$ cat src/rtl/logic_unit_pipe.sv
// rtl/logic_unit_pipe.sv - two-stage bitwise logic unit with accumulator and result flags
module logic_unit_pipe #(
  parameter int unsigned WIDTH = 8
) (
  input  logic             clk,
  input  logic             rst_n,
  input  logic             in_valid,
  output logic             in_ready,
  input  logic [WIDTH-1:0] a,
  input  logic [WIDTH-1:0] b,
  input  logic [2:0]       op,
  input  logic             in_acc,
  input  logic             acc_clr,
  output logic             out_valid,
  input  logic             out_ready,
  output logic [WIDTH-1:0] result,
  output logic             zero,
  output logic             ones,
  output logic             parity
);

  localparam logic [2:0] OP_AND  = 3'b000;
  localparam logic [2:0] OP_OR   = 3'b001;
  localparam logic [2:0] OP_XOR  = 3'b010;
  localparam logic [2:0] OP_NOT  = 3'b011;
  localparam logic [2:0] OP_NAND = 3'b100;
  localparam logic [2:0] OP_NOR  = 3'b101;
  localparam logic [2:0] OP_XNOR = 3'b110;
  localparam logic [2:0] OP_ANDN = 3'b111;

  logic             s1_valid_q, s1_valid_d;
  logic [WIDTH-1:0] s1_result_q, s1_result_d;
  logic             s2_valid_q, s2_valid_d;
  logic [WIDTH-1:0] result_q, result_d;
  logic             zero_q, zero_d;
  logic             ones_q, ones_d;
  logic             parity_q, parity_d;
  logic [WIDTH-1:0] acc_q, acc_d;

  logic             s2_adv;
  logic             s1_adv;
  logic             accept;
  logic [WIDTH-1:0] opnd_b;
  logic [WIDTH-1:0] calc;

  assign s2_adv = !s2_valid_q || out_ready;
  assign s1_adv = !s1_valid_q || s2_adv;
  // rst_n gating keeps in_ready low for the whole reset window
  assign in_ready = s1_adv && rst_n;
  assign accept   = in_valid && in_ready;
  assign opnd_b   = in_acc ? acc_q : b;

  always_comb begin
    calc = '0;
    case (op)
      OP_AND:  calc = a & opnd_b;
      OP_OR:   calc = a | opnd_b;
      OP_XOR:  calc = a ^ opnd_b;
      OP_NOT:  calc = ~a;
      OP_NAND: calc = ~(a & opnd_b);
      OP_NOR:  calc = ~(a | opnd_b);
      OP_XNOR: calc = ~(a ^ opnd_b);
      OP_ANDN: calc = a & ~opnd_b;
      default: calc = '0;
    endcase
  end

  always_comb begin
    s1_valid_d  = s1_valid_q;
    s1_result_d = s1_result_q;
    s2_valid_d  = s2_valid_q;
    result_d    = result_q;
    zero_d      = zero_q;
    ones_d      = ones_q;
    parity_d    = parity_q;
    acc_d       = acc_q;

    if (s1_adv) begin
      s1_valid_d = accept;
      if (accept) begin
        s1_result_d = calc;
      end
    end

    // result and flags only change together so the flags always match result
    if (s2_adv) begin
      s2_valid_d = s1_valid_q;
      if (s1_valid_q) begin
        result_d = s1_result_q;
        zero_d   = ~|s1_result_q;
        ones_d   = &s1_result_q;
        parity_d = ^s1_result_q;
      end
    end

    if (accept) begin
      acc_d = calc;
    end
    if (acc_clr) begin
      acc_d = '0;
    end
  end

  always_ff @(posedge clk or negedge rst_n) begin
    if (!rst_n) begin
      s1_valid_q  <= 1'b0;
      s1_result_q <= '0;
      s2_valid_q  <= 1'b0;
      result_q    <= '0;
      zero_q      <= 1'b0;
      ones_q      <= 1'b0;
      parity_q    <= 1'b0;
      acc_q       <= '0;
    end else begin
      s1_valid_q  <= s1_valid_d;
      s1_result_q <= s1_result_d;
      s2_valid_q  <= s2_valid_d;
      result_q    <= result_d;
      zero_q      <= zero_d;
      ones_q      <= ones_d;
      parity_q    <= parity_d;
      acc_q       <= acc_d;
    end
  end

  assign out_valid = s2_valid_q;
  assign result    = result_q;
  assign zero      = zero_q;
  assign ones      = ones_q;
  assign parity    = parity_q;

endmodule

$ cat config.mk
export PLATFORM = sky130hd
export DESIGN_NAME = logic_unit_pipe
export DESIGN_NICKNAME = d
export VERILOG_FILES = /design/src/rtl/logic_unit_pipe.sv
export SDC_FILE = /design/constraint.sdc
export NUM_CORES = 1
export LEC_CHECK = 0
export CORE_MARGIN = 10
export CORE_UTILIZATION = 58
export DETAILED_ROUTE_END_ITERATION = 6
export HOLD_SLACK_MARGIN = 0.02
export PLACE_DENSITY = 0.91
export SLEW_MARGIN = 15
export SYNTH_ARGS = -nofsm -noshare
export SYNTH_HDL_FRONTEND = slang
export SYNTH_SLANG_ARGS = --single-unit
$ cat constraint.sdc
create_clock -name clk -period 4.25 [get_ports clk]
set_input_delay 1.275 -clock clk [delete_from_list [all_inputs] [get_ports clk]]
set_output_delay 1.275 -clock clk [all_outputs]
set_load 0.005 [all_outputs]
# After elaboration in Yosys (flattened, before gate mapping)
# Cells that the tools add are included.
word_totals:
  word_cells: 42
  in_bits: 25
  output_inout_bits: 13
  regBits: 29
op_classes:
  n_eq_ne: 7
  mux: 4
  n_reduce_logical: 14
  n_bitwise: 9
op_table:
  columns: ["operator", "n"]
  rows:
  - ["case mux 8 bit (8 select lines)", 1]
  - ["inverter 8 bit", 5]
  - ["2-to-1 mux 8 bit", 3]
  - ["AND 8 bit", 2]
  - ["== test 3 bit, second input constant", 4]
  - ["OR 8 bit", 1]
  - ["AND reduction 8 bit", 1]
  - ["OR reduction 8 bit", 1]
  - ["parity 8 bit", 1]
  - ["bitwise XOR 8 bit", 1]
  - ["== test 3 x 2 -> 1 bit, second input constant", 2]
  - ["AND reduction 2 bit", 2]
  - ["== test 3 x 1 -> 1 bit, second input constant", 1]
  - ["zero test 1 bit", 3]
  - ["zero test 3 bit", 1]
  - ["logical AND 1 bit", 2]
  - ["logical OR 1 bit", 2]
  - ["nonzero test 2 bit", 1]

# Longest topological paths before layout
depth:
  depth_word: 7
  ltp_mapped: 9
  mapped_depth_nobuf: 8

# Least setup slack after synthesis
# Ideal clock, no wire load.
synth_timing:
  kind: "input-to-reg"
  startpoint: "input in_acc"
  endpoint: "register s1_result_q[0]"
  setup_time_ns: 0.132
  t_required_ns: 4.118
  slack_ns: 1.092
  path_buffers: 1
  cell_stages: 8
  t_arrival_ns: 3.026
  cell_sequence: "clkbuf_1 > mux2i_1 > ha_1 > nor2_1 > a21oi_1 > mux4_2 > o311ai_2 > o21ai_2"
synth_via:
  elab_chain_len: 4
  elab_cells_between_ends: 10
  cone_classes: "mux: 2; bitwise: 8"
synth_rtl:
  columns: ["element", "line_no", "rtl"]
  rows:
  - ["from (decl)", "12", "input logic in_acc,"]
  - ["2-to-1 mux 8 bit *", "51", "assign opnd_b = in_acc ? acc_q : b;"]
  - ["inverter 8 bit (tied with other cells)", "63", "OP_ANDN: calc = a & ~opnd_b;"]
  - ["AND 8 bit (tied with other cells)", "63", null]
  - ["case mux 8 bit (8 select lines) *", "55", "case (op)"]
  - ["to (signal assigned)", "116", "s1_result_q <= s1_result_d;"]
  - ["to (decl)", "32", "logic [WIDTH-1:0] s1_result_q, s1_result_d;"]
# Mark *: on every way between the ends. The rest lies on a longest branch, timed or not.
# A chain may end at the register's enable or synchronous reset.

# Worst setup path in the final report
layout_timing:
  startpoint: "input out_ready"
  endpoint: "output in_ready"
layout_via:
  elab_chain_len: 3
layout_rtl:
  columns: ["element", "line_no", "rtl"]
  rows:
  - ["from (decl)", "15", "input logic out_ready,"]
  - ["logical OR 1 bit", "46", "assign s2_adv = !s2_valid_q || out_ready;"]
  - ["logical OR 1 bit", "47", "assign s1_adv = !s1_valid_q || s2_adv;"]
  - ["logical AND 1 bit", "49", "assign in_ready = s1_adv && rst_n;"]
  - ["to (decl)", "8", "output logic in_ready,"]
# Every way passes these cells.

==> summary.md <==
| Metric | Value |
|---|---|
| Status | finished clean |
| Slowest-stage cell, CP | clkdlybuf4s50_1 |
| Most frequent CP cell | clkdlybuf4s50_1 |
| Share of the core filled with cells | 0.702 |
| Netlist Area Pre-Place | 2350 um^2 |
| Area growth from synthesis to layout | 18.4% |
| Startpoint types | primary input |
| CTS clk-pin slew, worst paths | 0.06 ns |
| Yosys warnings | 0 |
| Core Footprint | 3970 um^2 |
| Post-CTS setup buffers | 0 |
| Final hold viol count | 0 |
| Root Buffer | clkbuf_8 |
| CP Class | primary input to output port |
| Count of input and output buffers | 37 |
| Post-Synth XOR/XNOR Area | 0.0112 |
| Fin cells | 344 |
| Area leader, netlist | dfrtp_1 |
| Clk buf depth | 2 |
| VDD IR-drop max | 0.250 mV |
| Tmin final | 3.80 ns |
| PostCTS Resize Cnt | 0 |
| Slew headroom | 0.476 |
| Main combinational cell family by area after synthesis | compound AO/OA/AOI/OAI gates |
| Ys async rst share | 1.00 |
| Max Freq | 263 MHz |
| Mux share of post-synthesis cell area | 0.0627 |
| Worst EP arrival | 2.53 ns |
| First-pass GRT wire length | 9.54 mm |
| Power per Cell Area | 336 nW/um^2 |
| Placed Cells | 336 |
| Number of global-route vias before repair | 2,076 |
| Final nets | 350 |
| #FFs+latches synth | 29 |
| Routed Antenna Nets | 0 |
| Post-DP HPWL | 4.14 mm |
| CTS tree | built |
| Mean Syn Cell Area | 8.99 um^2 |
| Clk network pwr share | 0.263 |
| Compound-cell area share of the yosys netlist | 0.203 |
| GRT overflow | 0 |
| Worst hold path class | register to register |
| Switching power | 300 uW |
| Die Wd | 83.7 um |
| Yosys cell types | 47 |
| Initial antenna violation count | 0 |
| Mean number of vias per cell | 5.90 |
| GRT Resource Usage Total | 0.159 |
| Drt first pass iters | 4 |
| Leak pwr | 1.33 nW |
| Routed WL | 5.60 mm |
| Flop pwr share | 0.379 |
| Starting Density | 0.593 |
| Setup Skew | 0.00604 ns |
| Final setup fails | 0 |
| Main synth FF type | dfrtp_1 |
| Die H | 83.7 um |
| Share of layout cells above drive strength 1 | 0.0918 |
| Skew-Pair Late Insertion Delay | 0.28 ns |
| Tcrit/Tclk final | 0.895 |
| Sum Neg Setup Slack | 0 ns |
| Required time of the critical path | 2.97 ns |
| Combinational Power Share | 0.358 |
| Pint | 638 uW |
| Max-slew violation count | 0 |
| Sequential area share after synthesis | 0.308 |
| WP buf/inv | 2 |
| RSZ-0062 raised after global routing | false |
| CTS buffer count | 5 |
| Simple-Gate Fraction of Synth Area | 0.143 |
| Mapped Cells | 262 |
| Total power | 938 uW |
| Largest net degree at the start of global routing | 44 |
| Delay-heaviest family, CP | buffers and inverters |
| Critical path capture point type | output port |
| IO Pins | 38 |
| Area fraction of the dominant cell type after synthesis | 0.308 |
| Worst Tran Pin Value | 0.783 ns |
| Hold buffer count at cts | 0 |
| Die ar. | 7010 um^2 |
| Starting DRT DRC Count | 149 |
| Crit path cell chain | clkdlybuf4s50_1 -> nand3b_1 -> and2_1 -> clkdlybuf4s50_1 |
| Max incr delay on CP | 0.49 ns |
| Routability congestion estimate | 0.823 |
| # rows | 23 |
| CP max FO | 4 |
| Routed vias | 2,029 |
| CTS sink cnt | 29 |
| Area share of fa/ha/maj cells after synthesis | 0.170 |
| Number of max-cap violations | 0 |
| Mapped Nets | 319 |
| Number of synthesized flops with an enable pin | 0 |
| Ant. Diodes | 0 |
| WL per Instance | 16.3 um |
| DRC Markers | 0 |
| Net Sw Frac | 0.320 |
| H-tree levels | 2 |
| Fill cells | 311 |
| Largest cells by area after synthesis | dfrtp_1 31%, ha_1 17%, mux2i_1 4.7%, o21ai_0 4.5%, a21oi_1 4.0% |
-- sequential cells by signal (all words and copies together) (netlist names) --
register / flops
zero: 1
acc_q: 8
out_valid: 1
ones: 1
result: 8
s1_valid_q: 1
parity: 1
s1_result_q: 8
-- worst reg2reg max path: cells and delay by family (launching register included) --
family | cells | cell delay, ns
DFF | 1 | 0.40
and+or+nand+nor | 1 | 0.14
muxes | 2 | 0.76
adders and majority gates | 1 | 0.29
AOI/OAI and AO/OA | 3 | 0.30
-- power groups by stage --
stage          clock (mW)  combinational [mW]  sequential, mW
6_report            0.247               0.336           0.355
5_1_grt             0.261               0.374           0.361
2_1_floorplan           0               0.195           0.356
4_1_cts             0.249               0.338           0.355
3_3_place_gp            0               0.310           0.356
3_5_place_dp            0               0.331           0.358
-- through the flow --
stage / hold slack [ns] / setup slack, ns / area, um^2
finish: 0.477 / 0.445 / 2790
global route: 0.506 / 0.378 / 2790
CTS: 0.484 / 0.428 / 2790
detailed placement: 0.469 / 0.432 / 2690
global placement: 0.464 / 0.469 / 2690
floorplan: 0.457 / 1.09 / 2350
-- per-layer routing --
metal,track usage,part of all wire
met3,0.0361,0.058
met4,0.0548,0.028
met2,0.287,0.50
met5,0,0
met1,0.177,0.41
-- synthesized netlist by cell type (4+ instances only) --
library cell  count
a31oi_1           4
dfrtp_1          29
buf_6             7
nor2_1           18
a211oi_1          9
nor3_1            4
o21ai_0          21
a21oi_1          19
nand2_1          24
nand2b_1          6
mux2i_1          11
clkbuf_1          5
inv_1            25
ha_1             32
o2bb2ai_1         4
-- cells in the final DEF, fill, tap and decap left out, drive strengths merged, types with 2 or more instances in the layout --
master         instances
nor2                  18
o21ai                 25
mux2i                 11
nand2                 24
nor4                   2
a31oi                  4
nand4                  2
nor3                   5
a21o                   2
buf                    5
a21oi                 21
or3                    3
ha                    32
inv                   26
o2bb2ai                4
dfrtp                 29
clkbuf                 7
a211oi                 9
nand2b                 6
xnor2                  3
clkdlybuf4s50         37
o311ai                 2
a221oi                 2
-- worst paths after layout --
| check | start | depth (start not counted) | end | slack (ns) |
|---|---|---|---|---|
| setup / recovery | out_ready | 4 | in_ready | 0.45 |
| hold / removal | result[3] | 2 | result[3] | 0.48 |
| setup reg to reg | acc_q[0] | 7 | acc_q[0] | 2.23 |
| hold reg to reg | result[3] | 2 | result[3] | 0.48 |
| max in group asynchronous | rst_n | 2 | result[3] | 2.55 |
| min in group asynchronous | rst_n | 2 | result[7] | 1.42 |
-- area by class of cell --
type / instances / area (um^2) / share of cell area
well taps: 50 / 62.6 / 0.0224
inverters: 26 / 100 / 0.0359
clock inverters: 1 / 5.00 / 0.00180
flip-flops and latches: 29 / 726 / 0.260
multi-input cells: 189 / 1390 / 0.499
clock buffers: 7 / 96.3 / 0.0346
repair buffers: 42 / 408 / 0.146
-- logic make-up after synthesis --
family	count (synthesis)
XOR/XNOR	3
adder cells (fa/ha/maj)	32
multiplexers	13
buffers and inverters	44
AO/OA/AOI/OAI	73
AND/OR/NAND/NOR	68
flip-flops	29
(Power assumes the default switching activity.)
